===== config.mk =====
export PLATFORM = sky130hd
export DESIGN_NAME = adc_osr_mc_flat
export DESIGN_NICKNAME = d
export VERILOG_FILES = /design/src/rtl/adc_osr_mc_if.sv /design/src/rtl/adc_osr_mc.sv /design/src/flat_wrapper.sv
export SDC_FILE = /design/constraint.sdc
export NUM_CORES = 1
export LEC_CHECK = 0
export BUFFER_PORTS_ARGS = -buffer_cell sky130_fd_sc_hd__clkbuf_2
export CAP_MARGIN = 20
export CORE_ASPECT_RATIO = 1.4
export CORE_UTILIZATION = 55
export DETAILED_ROUTE_END_ITERATION = 6
export PLACE_DENSITY = 0.72
export SETUP_SLACK_MARGIN = 0.4
export SYNTH_ARGS = -nofsm -noshare
export SYNTH_HDL_FRONTEND = slang
export SYNTH_SLANG_ARGS = --single-unit

===== constraint.sdc =====
create_clock -name clk -period 8.9 [get_ports clk]
set_clock_uncertainty 0.1 [all_clocks]
set_input_delay 0 -clock clk [delete_from_list [all_inputs] [get_ports clk]]
set_output_delay 0 -clock clk [all_outputs]
set_load 0.05 [all_outputs]

===== src/rtl/adc_osr_mc_if.sv =====
// Sample-stream and result handshake bundle for the multi-channel ADC oversampler.
// The slave side is the oversampler; the master side is the front-end plus the result consumer.
interface adc_osr_mc_if #(
    parameter int DATA_W   = 12,
    parameter int CH_W     = 2,
    parameter int MAX_MODE = 4
);
    localparam int OUT_W = DATA_W + MAX_MODE;

    logic              sample_valid_in;
    logic [CH_W-1:0]   sample_ch_in;
    logic [DATA_W-1:0] sample_data_in;
    logic              result_valid_out;
    logic              result_ready_in;
    logic [CH_W-1:0]   result_ch_out;
    logic [OUT_W-1:0]  result_data_out;

    modport slave (
        input  sample_valid_in, sample_ch_in, sample_data_in, result_ready_in,
        output result_valid_out, result_ch_out, result_data_out
    );

    modport master (
        output sample_valid_in, sample_ch_in, sample_data_in, result_ready_in,
        input  result_valid_out, result_ch_out, result_data_out
    );
endinterface


===== src/rtl/adc_osr_mc.sv =====
// Multi-channel ADC oversampler: sums 4**m samples per channel and emits a left-aligned
// average through a 1-deep valid/ready output register with a sticky overrun flag.
module adc_osr_mc #(
    parameter int DATA_W   = 12,
    parameter int CH_N     = 4,
    parameter int CH_W     = 2,
    parameter int MAX_MODE = 4
) (
    input  logic                clk,
    input  logic                rst_n,
    input  logic                clear_in,
    input  logic [2:0]          osr_mode_in,
    output logic                overrun_out,
    adc_osr_mc_if.slave         bus
);
    localparam int OUT_W = DATA_W + MAX_MODE;
    localparam int ACC_W = DATA_W + 2 * MAX_MODE;
    localparam int CNT_W = 2 * MAX_MODE;
    localparam logic [CH_W:0] CH_LIM = (CH_W + 1)'(CH_N);

    logic [ACC_W-1:0]  acc_q  [CH_N];
    logic [ACC_W-1:0]  acc_d  [CH_N];
    logic [CNT_W-1:0]  cnt_q  [CH_N];
    logic [CNT_W-1:0]  cnt_d  [CH_N];
    logic [2:0]        mode_q [CH_N];
    logic [2:0]        mode_d [CH_N];

    logic              res_valid_q, res_valid_d;
    logic [CH_W-1:0]   res_ch_q, res_ch_d;
    logic [OUT_W-1:0]  res_data_q, res_data_d;
    logic              overrun_q, overrun_d;

    logic              accept;
    logic [CH_W-1:0]   ch_idx;
    logic [2:0]        req_mode;
    logic [2:0]        eff_mode;
    logic              is_first;
    logic              is_last;
    logic              done;
    logic [CNT_W:0]    win;
    logic [CNT_W-1:0]  win_last;
    logic [ACC_W-1:0]  sum;
    logic [ACC_W-1:0]  shifted;
    logic [OUT_W-1:0]  res_val;

    always_comb begin
        accept   = bus.sample_valid_in && ({1'b0, bus.sample_ch_in} < CH_LIM);
        // Rejected channels are steered to index 0 so no array read goes out of range.
        ch_idx   = accept ? bus.sample_ch_in : '0;
        req_mode = (osr_mode_in > 3'(MAX_MODE)) ? 3'd0 : osr_mode_in;
        is_first = (cnt_q[ch_idx] == '0);
        eff_mode = is_first ? req_mode : mode_q[ch_idx];
        win      = (CNT_W + 1)'(1) << {eff_mode, 1'b0};
        win_last = CNT_W'(win - (CNT_W + 1)'(1));
        is_last  = (cnt_q[ch_idx] == win_last);
        sum      = ACC_W'(bus.sample_data_in) + (is_first ? '0 : acc_q[ch_idx]);
        shifted  = (sum >> eff_mode) << (3'(MAX_MODE) - eff_mode);
        res_val  = shifted[OUT_W-1:0];
        done     = accept && is_last;

        acc_d       = acc_q;
        cnt_d       = cnt_q;
        mode_d      = mode_q;
        res_valid_d = res_valid_q;
        res_ch_d    = res_ch_q;
        res_data_d  = res_data_q;
        overrun_d   = overrun_q;

        if (clear_in) begin
            for (int i = 0; i < CH_N; i++) begin
                acc_d[i]  = '0;
                cnt_d[i]  = '0;
                mode_d[i] = '0;
            end
            res_valid_d = 1'b0;
            res_ch_d    = '0;
            res_data_d  = '0;
            overrun_d   = 1'b0;
        end else begin
            if (accept) begin
                if (is_first) begin
                    mode_d[ch_idx] = req_mode;
                end
                acc_d[ch_idx] = sum;
                cnt_d[ch_idx] = is_last ? '0 : cnt_q[ch_idx] + 1'b1;
            end
            if (done) begin
                if (!res_valid_q || bus.result_ready_in) begin
                    res_valid_d = 1'b1;
                    res_ch_d    = ch_idx;
                    res_data_d  = res_val;
                end else begin
                    overrun_d = 1'b1;
                end
            end else if (res_valid_q && bus.result_ready_in) begin
                res_valid_d = 1'b0;
            end
        end
    end

    always_ff @(posedge clk or negedge rst_n) begin
        if (!rst_n) begin
            for (int i = 0; i < CH_N; i++) begin
                acc_q[i]  <= '0;
                cnt_q[i]  <= '0;
                mode_q[i] <= '0;
            end
            res_valid_q <= 1'b0;
            res_ch_q    <= '0;
            res_data_q  <= '0;
            overrun_q   <= 1'b0;
        end else begin
            acc_q       <= acc_d;
            cnt_q       <= cnt_d;
            mode_q      <= mode_d;
            res_valid_q <= res_valid_d;
            res_ch_q    <= res_ch_d;
            res_data_q  <= res_data_d;
            overrun_q   <= overrun_d;
        end
    end

    assign bus.result_valid_out = res_valid_q;
    assign bus.result_ch_out    = res_ch_q;
    assign bus.result_data_out  = res_data_q;
    assign overrun_out          = overrun_q;
endmodule


===== src/flat_wrapper.sv =====
// flat-port wrapper written by rule: the top's interface ports become plain ports
module adc_osr_mc_flat 
#(
    parameter int DATA_W   = 12,
    parameter int CH_N     = 4,
    parameter int CH_W     = 2,
    parameter int MAX_MODE = 4
)
  (clk, rst_n, clear_in, osr_mode_in, overrun_out, bus_sample_valid_in, bus_sample_ch_in, bus_sample_data_in, bus_result_ready_in, bus_result_valid_out, bus_result_ch_out, bus_result_data_out);
  adc_osr_mc_if #(.DATA_W(DATA_W), .CH_W(CH_W), .MAX_MODE(MAX_MODE)) bus_i ();
  input  logic clk;
  input  logic rst_n;
  input  logic clear_in;
  input  logic [2:0] osr_mode_in;
  output logic overrun_out;
  input wire logic [$bits(bus_i.sample_valid_in)-1:0] bus_sample_valid_in;
  input wire logic [$bits(bus_i.sample_ch_in)-1:0] bus_sample_ch_in;
  input wire logic [$bits(bus_i.sample_data_in)-1:0] bus_sample_data_in;
  input wire logic [$bits(bus_i.result_ready_in)-1:0] bus_result_ready_in;
  output wire logic [$bits(bus_i.result_valid_out)-1:0] bus_result_valid_out;
  output wire logic [$bits(bus_i.result_ch_out)-1:0] bus_result_ch_out;
  output wire logic [$bits(bus_i.result_data_out)-1:0] bus_result_data_out;
  assign bus_i.sample_valid_in = bus_sample_valid_in;
  assign bus_i.sample_ch_in = bus_sample_ch_in;
  assign bus_i.sample_data_in = bus_sample_data_in;
  assign bus_i.result_ready_in = bus_result_ready_in;
  assign bus_result_valid_out = bus_i.result_valid_out;
  assign bus_result_ch_out = bus_i.result_ch_out;
  assign bus_result_data_out = bus_i.result_data_out;
  adc_osr_mc #(.DATA_W(DATA_W), .CH_N(CH_N), .CH_W(CH_W), .MAX_MODE(MAX_MODE)) u_core (.clk(clk), .rst_n(rst_n), .clear_in(clear_in), .osr_mode_in(osr_mode_in), .overrun_out(overrun_out), .bus(bus_i));
endmodule

==> results of run 1 <==
-- synthesized netlist by cell type (8+ instances only) --
cell | instances | area, sq um
and2_1 | 14 | 87.6
o211ai_1 | 11 | 82.6
a22oi_1 | 33 | 248
nand3_1 | 35 | 175
a22o_1 | 26 | 228
xnor2_1 | 16 | 140
ha_1 | 20 | 250
buf_2 | 10 | 50.1
nor2_1 | 93 | 349
nor3_1 | 20 | 100
a31oi_1 | 8 | 50.1
buf_1 | 10 | 37.5
o21ai_0 | 30 | 150
a22oi_2 | 19 | 238
o21ai_1 | 14 | 70.1
dfrtp_1 | 144 | 3600
and3_1 | 9 | 56.3
inv_1 | 13 | 48.8
a211oi_1 | 9 | 67.6
nand2_1 | 174 | 653
mux2i_1 | 14 | 140
clkbuf_1 | 49 | 184
nand4_1 | 9 | 56.3
a21oi_1 | 115 | 576
nor2b_1 | 8 | 50.1
-- routing by layer --
metal | vias to the layer above | GRT usage | wire (um)
li1 | 3927 | - | -
met1 | 4114 | 0.413 | 11500
met2 | 384 | 0.556 | 13400
met3 | 91 | 0.0643 | 1750
met4 | 0 | 0.191 | 1320
met5 | - | 0 | 0
-- worst max path at each step --
stage          slack (ns)                 from                              to  cells past startpoint
2_1_floorplan        3.30      u_core.cnt_q[1]  u_core.bus.result_data_out[10]                     21
3_3_place_gp         2.83  bus_sample_ch_in[0]  u_core.bus.result_data_out[10]                     21
3_5_place_dp         2.65  bus_sample_ch_in[0]  u_core.bus.result_data_out[10]                     21
4_1_cts              2.82      u_core.cnt_q[1]  u_core.bus.result_data_out[10]                     20
5_1_grt              2.32      u_core.cnt_q[1]  u_core.bus.result_data_out[10]                     20
6_report             2.70      u_core.cnt_q[1]  u_core.bus.result_data_out[10]                     20
-- worst max-delay path, cell delays in order (launching register included) --
cell      delay, ns
dfrtp_1        0.39
mux2_1         0.32
a22o_1         0.20
a22oi_1        0.43
ha_1           0.24
o21ai_0        0.10
nand4b_1       0.39
nor2_1         0.18
buf_4          0.32
a21oi_1        0.08
ha_1           0.22
fa_1           0.41
a21o_1         0.21
a221oi_1       0.64
o211ai_1       0.41
xnor2_1        0.26
or2_2          0.33
a311oi_1       0.42
nor3_1         0.13
o211ai_1       0.20
nand3_1        0.10
-- cell type report --
type | count | area, sq um | area share
clock buffers | 17 | 425 | 0.0421
clock inverters | 15 | 166 | 0.0165
inverters | 17 | 63.8 | 0.00632
multi-input cells | 831 | 5210 | 0.516
flip-flops and latches | 144 | 3600 | 0.357
well taps | 199 | 249 | 0.0247
repair buffers | 59 | 379 | 0.0375
-- timing repair --
item | 4_1_cts | 5_1_grt
hold endpoints to repair | 98 | 0
hold buffers | 4 | 0
setup endpoints to repair | 0 | 0
setup buffers | 0 | 0
-- sequential cells by signal (all words and copies together) (netlist names) --
register / flops
u_core.bus.result_ch_out: 2
u_core.mode_q: 12
u_core.bus.result_valid_out: 1
u_core.overrun_out: 1
u_core.acc_q: 80
u_core.bus.result_data_out: 16
u_core.cnt_q: 32
-- logic make-up (layout without fill, tap and decap cells) --
logic type               after synthesis  in the layout  share of synthesized area
AO/OA/AOI/OAI                        348            348                      0.268
XOR/XNOR                              21             21                     0.0200
adder cells (fa/ha/maj)               21             21                     0.0293
buffers and inverters                 93            108                     0.0441
flip-flops                           144            144                      0.391
multiplexers                          30             30                     0.0388
AND/OR/NAND/NOR                      411            411                      0.209
-- metrics by stage --
stage | power, mW | hold slack (ns)
after floorplan | 1.00 | -0.396
after global placement | 1.11 | -0.0693
after detailed placement | 1.11 | -0.0701
after CTS | 1.84 | 0.00406
after global routing | 1.91 | 0.0733
final | 1.84 | 0.00451
-- power by group through the flow --
stage          sequential, mW  combinational [mW]  clock, mW
6_report                0.684               0.432      0.725
5_1_grt                 0.686               0.468      0.758
4_1_cts                 0.683               0.424      0.733
2_1_floorplan           0.701               0.299          0
3_5_place_dp            0.696               0.418          0
3_3_place_gp            0.695               0.415          0
==> reports/qor.csv, run 1 <==
metric,value,unit
Syn Nets,1111,
YS warnings,0,
pre-CTS setup slack,2.65,ns
share of layout cells above drive strength 1,0.133,
die area,17300,sq um
DR vias,8516,
CTS H-Tree Depth,4,
post-CTS resize count,0,
Placer Congestion,0.995,
port buffer count,41,
post-synthesis sequential area ratio,0.391,
Crit path required time,9.12,ns
outcome,"complete, but fails checks",
first-pass GRT wire length,45100,um
PwrDens,182,nW/um^2
Final Instance Count excl. Fillers,1282,
most common library cell in the layout ignoring fill and taps,nand2_1,
cts bufs inserted,17,
TNS Setup,0,ns
# diodes,0,
Peak VDD IR,0.111,mV
Slew @ Worst Pin,1.12,ns
GRT Util Overall,0.336,
WL per Instance,21.8,um
DRT antenna net count,0,
maximum operating frequency,161,MHz
number of I/O pins,42,
GRT overflow,0,
failing checks,DRC,
clock root buffer,clkbuf_16,
largest net degree at the start of global routing,81,
Setup crit end kind,flop,
final hold violation count,0,
slew margin rel.,0.255,
Yosys cell types,82,
Layout area overhead,9.66,%
drt first pass iters,7,
Seq pwr share,0.371,
Net Sw Frac,0.342,
Pleak,4.21,nW
post-DR vias/cell,6.64,
clk buf depth,2,
Tmin final,6.20,ns
nets,1113,
Synth Cell Area,9210,sq um
worst reg2reg path endpoint,u_core.bus.result_data_out[10],
Async SR Flop Fraction,1.00,
R2R Setup Slk,2.70,ns
CP Max Fanout,25,
RSZ-0062 raised after global routing,no,
reg2reg start,u_core.cnt_q[1],
final setup violating endpoints,0,
DP Wirelength,18900,um
clock sinks,144,
"leading cell types in the layout, fill and taps excluded","nand2_1, dfrtp_1, a21oi_1",
post-route cell area,10100,sq um
synthesized area per cell,8.62,sq um
Psw,630,uW
Layout Utilization,0.622,
Synth Flop Type,dfrtp_1,
vias in the first global route,8473,
Final Cycle Share,0.696,
core area,16200,sq um
Min-Delay Path Class,in -> async,
power share of the combinational group,0.235,
Die Height,155,um
DRC,4,
crit path launch type,flop,
Clock power frac,0.394,
Routed Wire Length,27900,um
max cap viols,0,
clock-pin slew on the worst setup and hold paths,0.07,ns
placed instance count,1245,
placed cell area,9440,sq um
Clock Latency Late Sink,0.44,ns
Final Slew Violations,0,
Post-Syn Instances,1068,
final worst slack,2.70,ns
FILL cells,1436,
cell row count,55,
P_int,1.21,mW
Initial DRC Count,873,
Post-synth EDFFs,0,
Worst Setup Path Type,reg -> reg,
die span in x,111,um
R2R depth,20,
initial antenna violation count,0,
initial core utilization,0.567,
synthesis-stage register bit count,144,
CP arrival,6.41,ns
CTS tree,built,
Note: power is estimated with default switching activity, not from simulation.
==> run 2, diff against run 1 <==
--- a/config.mk
+++ b/config.mk
@@ -10,7 +10,7 @@
 export CORE_ASPECT_RATIO = 1.4
 export CORE_UTILIZATION = 55
 export DETAILED_ROUTE_END_ITERATION = 6
-export PLACE_DENSITY = 0.72
+export PLACE_DENSITY = 0.75
 export SETUP_SLACK_MARGIN = 0.4
 export SYNTH_ARGS = -nofsm -noshare
 export SYNTH_HDL_FRONTEND = slang
==> constraint.sdc (replaced) <==
create_clock -name clk -period 5.05 [get_ports clk]
set_clock_uncertainty 0.1 [all_clocks]
set_input_delay 0 -clock clk [delete_from_list [all_inputs] [get_ports clk]]
set_output_delay 0 -clock clk [all_outputs]
set_load 0.05 [all_outputs]
==> run 2 against run 1 <==
  * Global-route usage rose by 1.7 points
  * The run still ends with DRC left
  * Cell area rose by 17%
  * Maximum frequency rose by 26%
  * Largest cell class unchanged
  * Clock-buffer cell count rose by 2
  * Worst setup slack got worse by 2.6 ns
  * Final cell count rose by 8.5%
  * Critical path depth did not move
  * Register-to-register slack got worse by 2.6 ns
  * Combinational power rose to 2.6 times the previous value
  * Via count rose by 10%
  * Wire length rose by 11%
  * Worst hold slack improved by 0.045 ns
==> reports/qor.csv, run 2 (same netlist as run 1, synthesis figures left out) <==
metric,value,unit,change
final worst slack,0.130,ns,-2.57 ns
R2R Setup Slk,0.13,ns,-2.57 ns
Min-Delay Path Class,in -> reg,,
Crit path required time,5.31,ns,-3.81 ns
TNS Setup,0,ns,unchanged
Seq pwr share,0.338,,-0.033
CTS H-Tree Depth,4,,unchanged
placed instance count,1303,,+4.7%
first-pass GRT wire length,47700,um,+5.8%
min-delay src,bus_sample_data_in[0],,
Peak VDD IR,0.216,mV,+95%
clock sinks,144,,unchanged
placed cell area,10100,sq um,+6.7%
port buffer count,41,,unchanged
post-DR vias/cell,6.75,,+1.6%
die span in x,111,um,unchanged
power share of the combinational group,0.312,,+0.077
final setup violating endpoints,0,,unchanged
max reg flops,80,,unchanged
Critical-path top delay cell,mux4_2,,
PwrDens,302,nW/um^2,+66%
cell row count,55,,unchanged
final hold violation count,0,,unchanged
vias in the first global route,9063,,+7.0%
Final Slew Violations,0,,unchanged
Clock power frac,0.350,,-0.044
Worst Setup Path Type,reg -> reg,,
Power Total,3.57,mW,+94%
DP Wirelength,20000,um,+5.8%
Clock Latency Late Sink,0.44,ns,about the same
Routed Wire Length,31000,um,+11%
"leading cell types in the layout, fill and taps excluded","nand2_1, dfrtp_1, buf_4",,
failing checks,DRC,,
Psw,1.22,mW,+94%
Layout Utilization,0.726,,+0.104
clock root buffer,clkbuf_16,,
core area,16200,sq um,unchanged
initial antenna violation count,0,,unchanged
pre-CTS setup slack,0.0926,ns,-2.56 ns
clock-pin slew on the worst setup and hold paths,0.07,ns,about the same
"Cell Chain, Critical Path","mux2_4, a22o_1, a22oi_2, ha_4, o21ai_2, nand4b_1, nor2_4, buf_6, buf_12, a21oi_4, ha_4, buf_6, nand4b_1, a21o_1, a221oi_4, and3_4, a211oi_4, or3_4, mux4_2, o21ai_2",,
max cap viols,0,,unchanged
R2R depth,20,,unchanged
Setup crit end kind,flop,,
register area,3600,sq um,unchanged
Layout area overhead,28.1,%,
# diodes,0,,unchanged
area of the multi-input gates,6010,sq um,+15%
maximum operating frequency,203,MHz,+26%
clk buf depth,2,,unchanged
Die Height,155,um,unchanged
Pleak,4.89,nW,+16%
largest net degree at the start of global routing,95,,+17%
Tmin final,4.92,ns,-1.28 ns
Slew @ Worst Pin,1.05,ns,-0.0711 ns
Critical Path Start,u_core.cnt_q[9],,
outcome,"complete, but fails checks",,
WL per Instance,22.3,um,+2.5%
Net Sw Frac,0.343,,+0.000351
crit path capture,u_core.bus.result_data_out[7],,
P_int,2.35,mW,+94%
hold_ws,0.0494,ns,+0.0449 ns
DRC,10,,+6
FILL cells,1162,,-19%
number of I/O pins,42,,unchanged
GRT Util Overall,0.353,,+0.0168
cts bufs inserted,17,,unchanged
crit path launch type,flop,,
worst reg2reg path endpoint,u_core.bus.result_data_out[7],,
nets,1222,,+9.8%
Largest Register,u_core.acc_q,,
drt first pass iters,7,,unchanged
share of layout cells above drive strength 1,0.305,,+0.172
initial core utilization,0.567,,unchanged
slew margin rel.,0.303,,+0.0474
post-route cell area,11800,sq um,+17%
Initial DRC Count,860,,-1.5%
CP arrival,5.18,ns,-1.23 ns
CP Max Fanout,5,,-80%
DRT antenna net count,0,,unchanged
DR vias,9389,,+10%
Placer Congestion,1.02,,+2.9%
Final Cycle Share,0.974,,+0.278
reg2reg start,u_core.cnt_q[9],,
RSZ-0062 raised after global routing,yes,,
die area,17300,sq um,unchanged
most common library cell in the layout ignoring fill and taps,nand2_1,,
GRT overflow,0,,unchanged
Final Instance Count excl. Fillers,1391,,+8.5%
CTS tree,built,,
max incr delay on CP,0.47,ns,-0.17 ns
## run 2: final cells by class
cell class | count | share of cell area
clock inverter | 13 | 0.0108
timing repair buffer | 166 | 0.109
sequential | 144 | 0.305
inverter | 17 | 0.00562
clock buffer | 19 | 0.0384
multi-input combinational | 833 | 0.510
tap | 199 | 0.0211
## run 2: layer usage
layer / part of all wire / up-vias / global-route usage
li1: - / 4145 / -
met1: 0.38 / 4571 / 0.430
met2: 0.49 / 543 / 0.599
met3: 0.076 / 130 / 0.0592
met4: 0.051 / 0 / 0.192
met5: 0 / - / 0
## run 2: timing repair
| action | CTS | global route |
|---|---|---|
| hold buffers | 4 | 0 |
| setup endpoints to repair | 41 | 71 |
| setup buffers | 19 | 30 |
| hold endpoints to repair | 139 | 0 |
| pin swaps | 24 | 51 |
| gates cloned | 1 | 2 |
| gates resized for setup | 39 | 98 |
## run 2: power groups by stage
stage	Sequential, mW	Clock (mW)	Combinational [mW]
after floorplan	1.23	0	0.562
after global placement	1.23	0	0.831
after detailed placement	1.23	0	0.839
after CTS	1.21	1.26	0.916
after global routing	1.21	1.29	1.18
final	1.21	1.25	1.11
## run 2: worst min path at each step
stage	to	slack (ns)	cells after the start
3_3_place_gp	u_core.cnt_q[2]	0.04	1
3_5_place_dp	u_core.cnt_q[21]	0.04	1
4_1_cts	u_core.mode_q[9]	0.02	4
2_1_floorplan	u_core.acc_q[0]	-0.40	0
6_report	u_core.acc_q[40]	0.05	4
5_1_grt	u_core.mode_q[9]	0.05	4
## run 2: critical path, delay by kind of cell, from the launching register on
kind,cells,cell delay (ns)
flip-flops,1,0.37
AO/OA/AOI/OAI,8,1.31
adder cells (fa/ha/maj),2,0.48
buffers and inverters,3,0.35
multiplexers,2,0.74
AND/OR/NAND/NOR,5,1.47
